[config.mk]
export PLATFORM = sky130hd
export DESIGN_NAME = beam_pcm_serializer
export DESIGN_NICKNAME = d
export VERILOG_FILES = /design/src/rtl/beam_pcm_serializer.sv
export SDC_FILE = /design/constraint.sdc
export NUM_CORES = 1
export LEC_CHECK = 0
export BUFFER_PORTS_ARGS = -buffer_cell sky130_fd_sc_hd__buf_2
export CORE_MARGIN = 1.5
export CORE_UTILIZATION = 50
export DETAILED_ROUTE_END_ITERATION = 10
export PLACE_DENSITY_LB_ADDON = 0.25
export SLEW_MARGIN = 40
export SYNTH_ARGS = -nofsm -noshare
export SYNTH_HDL_FRONTEND = slang
export SYNTH_SLANG_ARGS = --single-unit
[constraint.sdc]
create_clock -name clk -period 3 [get_ports clk]
set_input_delay 0.75 -clock clk [delete_from_list [all_inputs] [get_ports clk]]
set_output_delay 0.75 -clock clk [all_outputs]
set_load 0.1 [all_outputs]
[src/rtl/beam_pcm_serializer.sv]
// Purpose: round/shift/saturate a beam sum to PCM, buffer it, and stream it as a left-justified I2S-style frame.
// Latency: an accepted word can be popped the next cycle; its MSB is on sd from the IDLE-exit or frame-boundary cycle.
// Backpressure: in_ready drops when the FIFO is full (registered occupancy only); when no word is ready a zero frame is sent.
module beam_pcm_serializer #(
    parameter int IN_W       = 23,
    parameter int OUT_W      = 16,
    parameter int SHIFT      = 7,
    parameter int FIFO_DEPTH = 4,
    parameter int BCLK_DIV   = 4
) (
    input  logic                          clk,
    input  logic                          rst,
    input  logic [IN_W-1:0]               sum_in,
    input  logic                          sum_valid,
    output logic                          in_ready,
    input  logic                          en,
    input  logic                          sat_clr,
    output logic                          sclk,
    output logic                          ws,
    output logic                          sd,
    output logic                          sat_flag,
    output logic                          underrun,
    output logic [$clog2(FIFO_DEPTH):0]   fifo_level
);

    localparam int AW = (FIFO_DEPTH > 1) ? $clog2(FIFO_DEPTH) : 1;
    localparam int LW = $clog2(FIFO_DEPTH) + 1;
    localparam int DW = (BCLK_DIV > 1) ? $clog2(BCLK_DIV) : 1;
    localparam int BW = (OUT_W > 1) ? $clog2(OUT_W) : 1;

    localparam logic [DW-1:0]        DIV_LAST = DW'(BCLK_DIV - 1);
    localparam logic [BW-1:0]        BIT_LAST = BW'(OUT_W - 1);
    localparam logic [LW-1:0]        LVL_FULL = LW'(FIFO_DEPTH);
    localparam logic signed [IN_W:0] RND      = (IN_W+1)'(1) << (SHIFT - 1);
    localparam logic signed [IN_W:0] PCM_MAX  = (IN_W+1)'((1 << (OUT_W - 1)) - 1);
    localparam logic signed [IN_W:0] PCM_MIN  = ~PCM_MAX;

    typedef enum logic [1:0] {IDLE, SLOT_L, SLOT_R} state_t;

    // conversion
    logic signed [IN_W:0] v_rnd;
    logic signed [IN_W:0] v_sh;
    logic [OUT_W-1:0]     pcm;
    logic                 clamp;

    // fifo
    logic [OUT_W-1:0] mem [FIFO_DEPTH];
    logic [AW-1:0]    wr_ptr;
    logic [AW-1:0]    rd_ptr;
    logic [LW-1:0]    level;
    logic             push;
    logic             pop;
    logic             empty;

    // serializer
    state_t           state, state_nx;
    logic [BW-1:0]    bit_cnt, bit_cnt_nx;
    logic [OUT_W-1:0] shreg, shreg_nx;
    logic [DW-1:0]    div_cnt;
    logic             sclk_q;
    logic             bit_tick;
    logic             under_set;

    assign in_ready   = (level != LVL_FULL);
    assign empty      = (level == '0);
    assign push       = sum_valid & in_ready;
    assign fifo_level = level;
    assign bit_tick   = (state != IDLE) && (div_cnt == DIV_LAST) && sclk_q;

    assign sclk = sclk_q;
    assign ws   = (state == SLOT_R);
    assign sd   = (state == SLOT_L) & shreg[OUT_W-1];

    // Round half-up, arithmetic shift, then clamp into the signed PCM range.
    always_comb begin
        v_rnd = $signed({sum_in[IN_W-1], sum_in}) + RND;
        v_sh  = v_rnd >>> SHIFT;
        clamp = 1'b0;
        pcm   = v_sh[OUT_W-1:0];
        if (v_sh > PCM_MAX) begin
            clamp = 1'b1;
            pcm   = {1'b0, {(OUT_W-1){1'b1}}};
        end else if (v_sh < PCM_MIN) begin
            clamp = 1'b1;
            pcm   = {1'b1, {(OUT_W-1){1'b0}}};
        end
    end

    // Word storage; pointers alone define validity so the array needs no reset.
    always_ff @(posedge clk) begin
        if (push) mem[wr_ptr] <= pcm;
    end

    // FIFO pointers and occupancy; pointers wrap naturally at a power-of-2 depth.
    always_ff @(posedge clk) begin
        if (rst) begin
            wr_ptr <= '0;
            rd_ptr <= '0;
            level  <= '0;
        end else begin
            if (push) wr_ptr <= wr_ptr + 1'b1;
            if (pop)  rd_ptr <= rd_ptr + 1'b1;
            case ({push, pop})
                2'b10:   level <= level + 1'b1;
                2'b01:   level <= level - 1'b1;
                default: level <= level;
            endcase
        end
    end

    // Bit clock divider: free-runs whenever a frame is active, parked low in IDLE.
    always_ff @(posedge clk) begin
        if (rst || state == IDLE) begin
            div_cnt <= '0;
            sclk_q  <= 1'b0;
        end else if (div_cnt == DIV_LAST) begin
            div_cnt <= '0;
            sclk_q  <= ~sclk_q;
        end else begin
            div_cnt <= div_cnt + 1'b1;
        end
    end

    // Serializer state and shift register.
    always_ff @(posedge clk) begin
        if (rst) begin
            state   <= IDLE;
            bit_cnt <= '0;
            shreg   <= '0;
        end else begin
            state   <= state_nx;
            bit_cnt <= bit_cnt_nx;
            shreg   <= shreg_nx;
        end
    end

    // Frame sequencing: en is only honoured at a frame boundary.
    always_comb begin
        state_nx   = state;
        bit_cnt_nx = bit_cnt;
        shreg_nx   = shreg;
        pop        = 1'b0;
        under_set  = 1'b0;
        case (state)
            IDLE: begin
                if (en && !empty) begin
                    pop        = 1'b1;
                    shreg_nx   = mem[rd_ptr];
                    bit_cnt_nx = BIT_LAST;
                    state_nx   = SLOT_L;
                end
            end
            SLOT_L: begin
                if (bit_tick) begin
                    if (bit_cnt == '0) begin
                        bit_cnt_nx = BIT_LAST;
                        state_nx   = SLOT_R;
                    end else begin
                        shreg_nx   = shreg << 1;
                        bit_cnt_nx = bit_cnt - 1'b1;
                    end
                end
            end
            SLOT_R: begin
                if (bit_tick) begin
                    if (bit_cnt == '0) begin
                        bit_cnt_nx = BIT_LAST;
                        if (!en) begin
                            state_nx = IDLE;
                        end else if (!empty) begin
                            pop      = 1'b1;
                            shreg_nx = mem[rd_ptr];
                            state_nx = SLOT_L;
                        end else begin
                            under_set = 1'b1;
                            shreg_nx  = '0;
                            state_nx  = SLOT_L;
                        end
                    end else begin
                        bit_cnt_nx = bit_cnt - 1'b1;
                    end
                end
            end
            default: state_nx = IDLE;
        endcase
    end

    // Sticky status; a set event in the same cycle as sat_clr takes priority.
    always_ff @(posedge clk) begin
        if (rst) begin
            sat_flag <= 1'b0;
            underrun <= 1'b0;
        end else begin
            if (push && clamp) sat_flag <= 1'b1;
            else if (sat_clr)  sat_flag <= 1'b0;
            if (under_set)     underrun <= 1'b1;
            else if (sat_clr)  underrun <= 1'b0;
        end
    end

endmodule

==> flow_summary.json <==
{
  "cp-start-kind": "flip-flop",
  "route.detailed.drc": 0,
  "coreArea_um2": 9770,
  "ys_warn_count": 0,
  "die-area_um2": 10700,
  "port_buffers": 30,
  "synth_seq_area_share_pct": 52.6,
  "cp-end-kind": "flip-flop",
  "slew_viol_final": 0,
  "cts_tree": "done",
  "syn_inst": 400,
  "clk_latency_ns": 0.36,
  "vias": 3256,
  "p_clk_share_pct": 19.8,
  "grtUsageTotal_pct": 19.3,
  "syn_area_um2": 5020,
  "clock_path_buffers": 2,
  "grt_pass1_wl_mm": 15.6,
  "grt_max_degree": 39,
  "cp.required_ns": 3.29,
  "cp_slowest_cell": "nor3b_2",
  "final_hold_viol_count": 0,
  "finalCritPeriodShare_pct": 93.1,
  "switchingPower_w": 0.00143,
  "pwr-share-comb_pct": 36.2,
  "seqPwrFrac_pct": 44.0,
  "avgSynthCellArea_um2": 12.6,
  "initial_core_util_pct": 51.4,
  "hpwl_mm": 6.68,
  "final_util_pct": 56.1,
  "cap_violations": 0,
  "critPathMaxFanout": 5,
  "clockRootBuffer": "clkbuf_8",
  "p_int_w": 0.00265,
  "die_w_um": 103,
  "setup_violations": 0,
  "dr.pass1.iters": 4,
  "rsz0062_at_grt": "false",
  "synth_nets": 441,
  "final_cell_mix": "edfxtp_1, dfxtp_1, buf_2, inv_1, and3_1",
  "syn_to_final_growth_pct": 9.09,
  "hold_buffers": 0,
  "netSwitchingFraction_pct": 35.0,
  "antenna_found_initial": 0,
  "finalCriticalPeriod_ns": 2.79,
  "status": "finished, final reports clean",
  "crit_chain": "inv_1 -> ha_1 -> nor3b_2 -> a31oi_1 -> nor2_1 -> ha_1 -> inv_1 -> fa_1 -> xor2_1 -> or3_1 -> a21oi_1",
  "synth-main-ff-cell": "edfxtp_1",
  "drt-total-wl_mm": 9.42,
  "slew_headroom_pct": 45.7,
  "clk_pin_slew_ns": 0.10,
  "clock-sinks": 100,
  "die_height_um": 103,
  "placed_area_um2": 5290,
  "post-cts-setup-buffer-count": 0,
  "antenna_cells": 0,
  "ir_drop_mv": 0.300,
  "vias_per_cell": 5.74,
  "grt-ovfl-total": 0,
  "p_leak_nw": 1.92,
  "routabilityCongestion": 0.894,
  "htree_levels": 3,
  "ant_nets": 0,
  "fmax_mhz": 358,
  "tns_ns": 0,
  "skew_ns": 0.0192,
  "cts_made_buffers": 9,
  "whs_ns": 0.438,
  "post_cts_resize_count": 0,
  "synth_cell_type_count": 57,
  "drive_gt1_share_pct": 23.7,
  "ios": 37,
  "hold_path_class": "flip-flop to flip-flop",
  "crit_buf_inv": 2,
  "crit_arrival_ns": 3.08,
  "grt_pass1_vias": 3214,
  "worst_pin_slew_ns": 0.815,
  "synth-edff-count": 64,
  "wl_per_cell_um": 16.6,
  "critical_path_class": "flip-flop to flip-flop",
  "async_flop_share_pct": 0,
  "drt_iter0_drc": 136,
  "critPathMaxStageDelay_ns": 0.38,
  "rows": 36,
  "final_area_um2": 5480,
  "crit_family": "simple AND/OR/NAND/NOR gates",
  "num-nets-final": 470,
  "synth-seq-cells": 100,
  "power_density_nw_per_um2": 745,
  "final_common_cell": "edfxtp_1"
}
state kept, by name, summed over array words and instances (netlist names), named ones only:
| register | flops |
|---|---|
| rd_ptr | 2 |
| state | 2 |
| sclk | 1 |
| wr_ptr | 2 |
| fifo_level | 3 |
| div_cnt | 2 |
| bit_cnt | 4 |
| sat_flag | 1 |
| underrun | 1 |
| shreg | 16 |
| mem | 64 |
metal layers:
metal | global-route usage [%] | vias to the layer above | part of all wire [%]
li1 | - | 1598 | -
met1 | 25.2 | 1606 | 47
met2 | 32.9 | 44 | 50
met3 | 4.10 | 8 | 2.4
met4 | 5.41 | 0 | 0.88
met5 | 0 | - | 0
worst register-to-register path, stage by stage, from the launching register on:
cell and delay (ns):
dfxtp_1 0.34, inv_1 0.06, ha_1 0.19, nor3b_2 0.38, a31oi_1 0.20, nor2_1 0.28, ha_1 0.25, inv_1 0.06
fa_1 0.37, xor2_1 0.16, or3_1 0.31, a21oi_1 0.13
synthesized netlist by cell type (5+ instances only):
cell	instances	share of area [%]
a21oi_1	12	1.2
a31oi_1	8	1.0
a2111oi_2	10	3.0
mux4_2	16	7.2
a2111oi_0	5	0.87
ha_1	12	3.0
nand2_1	13	0.97
nor3_1	6	0.60
a211oi_2	9	2.2
nand3_1	5	0.50
nor2_1	15	1.1
clkbuf_1	12	0.90
and2_1	5	0.62
o21ai_0	7	0.70
xor2_1	9	1.6
and3_1	24	3.0
buf_6	5	1.1
or3_1	5	0.62
edfxtp_1	64	38
a211oi_1	8	1.2
xnor2_1	6	1.0
inv_1	29	2.2
a21boi_0	16	2.4
dfxtp_1	36	14
nand4_1	9	1.1
area by class of cell:
class	instances	area [um2]
Tap cell	133	166
Timing Repair Buffer	42	240
Sequential cell	100	2640
Fill cell	836	4300
Multi-Input combinational cell	247	2130
Inverter	29	109
Clock buffer	12	156
Clock inverter	4	31.3
metrics by stage:
| step | total power (W) | setup WS, ns | cells |
|---|---|---|---|
| 6_report | 0.00408 | 0.207 | 567 |
| 5_1_grt | 0.00434 | 0.0377 | 567 |
| 4_1_cts | 0.00413 | 0.176 | 567 |
| 3_5_place_dp | 0.00332 | 0.238 | 551 |
| 3_3_place_gp | 0.00327 | 0.358 | 551 |
| 2_1_floorplan | 0.00304 | 0.0161 | 400 |
cells by family (layout without fill, tap and decap cells):
family | Yosys count | count (layout) | share of synthesized area, %
AOI/OAI and AO/OA | 91 | 91 | 15.7
xor gates and xnor gates | 15 | 15 | 2.62
adders and majority gates | 13 | 13 | 3.39
buffers and inverters | 53 | 87 | 4.98
DFF | 100 | 100 | 52.6
muxes | 21 | 21 | 8.25
and+or+nand+nor | 107 | 107 | 12.4
worst paths after layout:
check	from	to	slack [ns]	depth (start not counted)
max	bit_cnt[0]	fifo_level[2]	0.21	11
min	div_cnt[0]	div_cnt[0]	0.44	1
max reg2reg	bit_cnt[0]	fifo_level[2]	0.21	11
min reg2reg	div_cnt[0]	div_cnt[0]	0.44	1
power by group through the flow:
| stage | Sequential (W) | Clock [W] | Combinational (W) |
|---|---|---|---|
| 2_1_floorplan | 0.00192 | 0 | 0.00112 |
| 3_3_place_gp | 0.00182 | 0 | 0.00146 |
| 3_5_place_dp | 0.00183 | 0 | 0.00150 |
| 4_1_cts | 0.00180 | 0.000839 | 0.00150 |
| 5_1_grt | 0.00182 | 0.000901 | 0.00161 |
| 6_report | 0.00180 | 0.000809 | 0.00148 |
(Power assumes the default switching activity.)
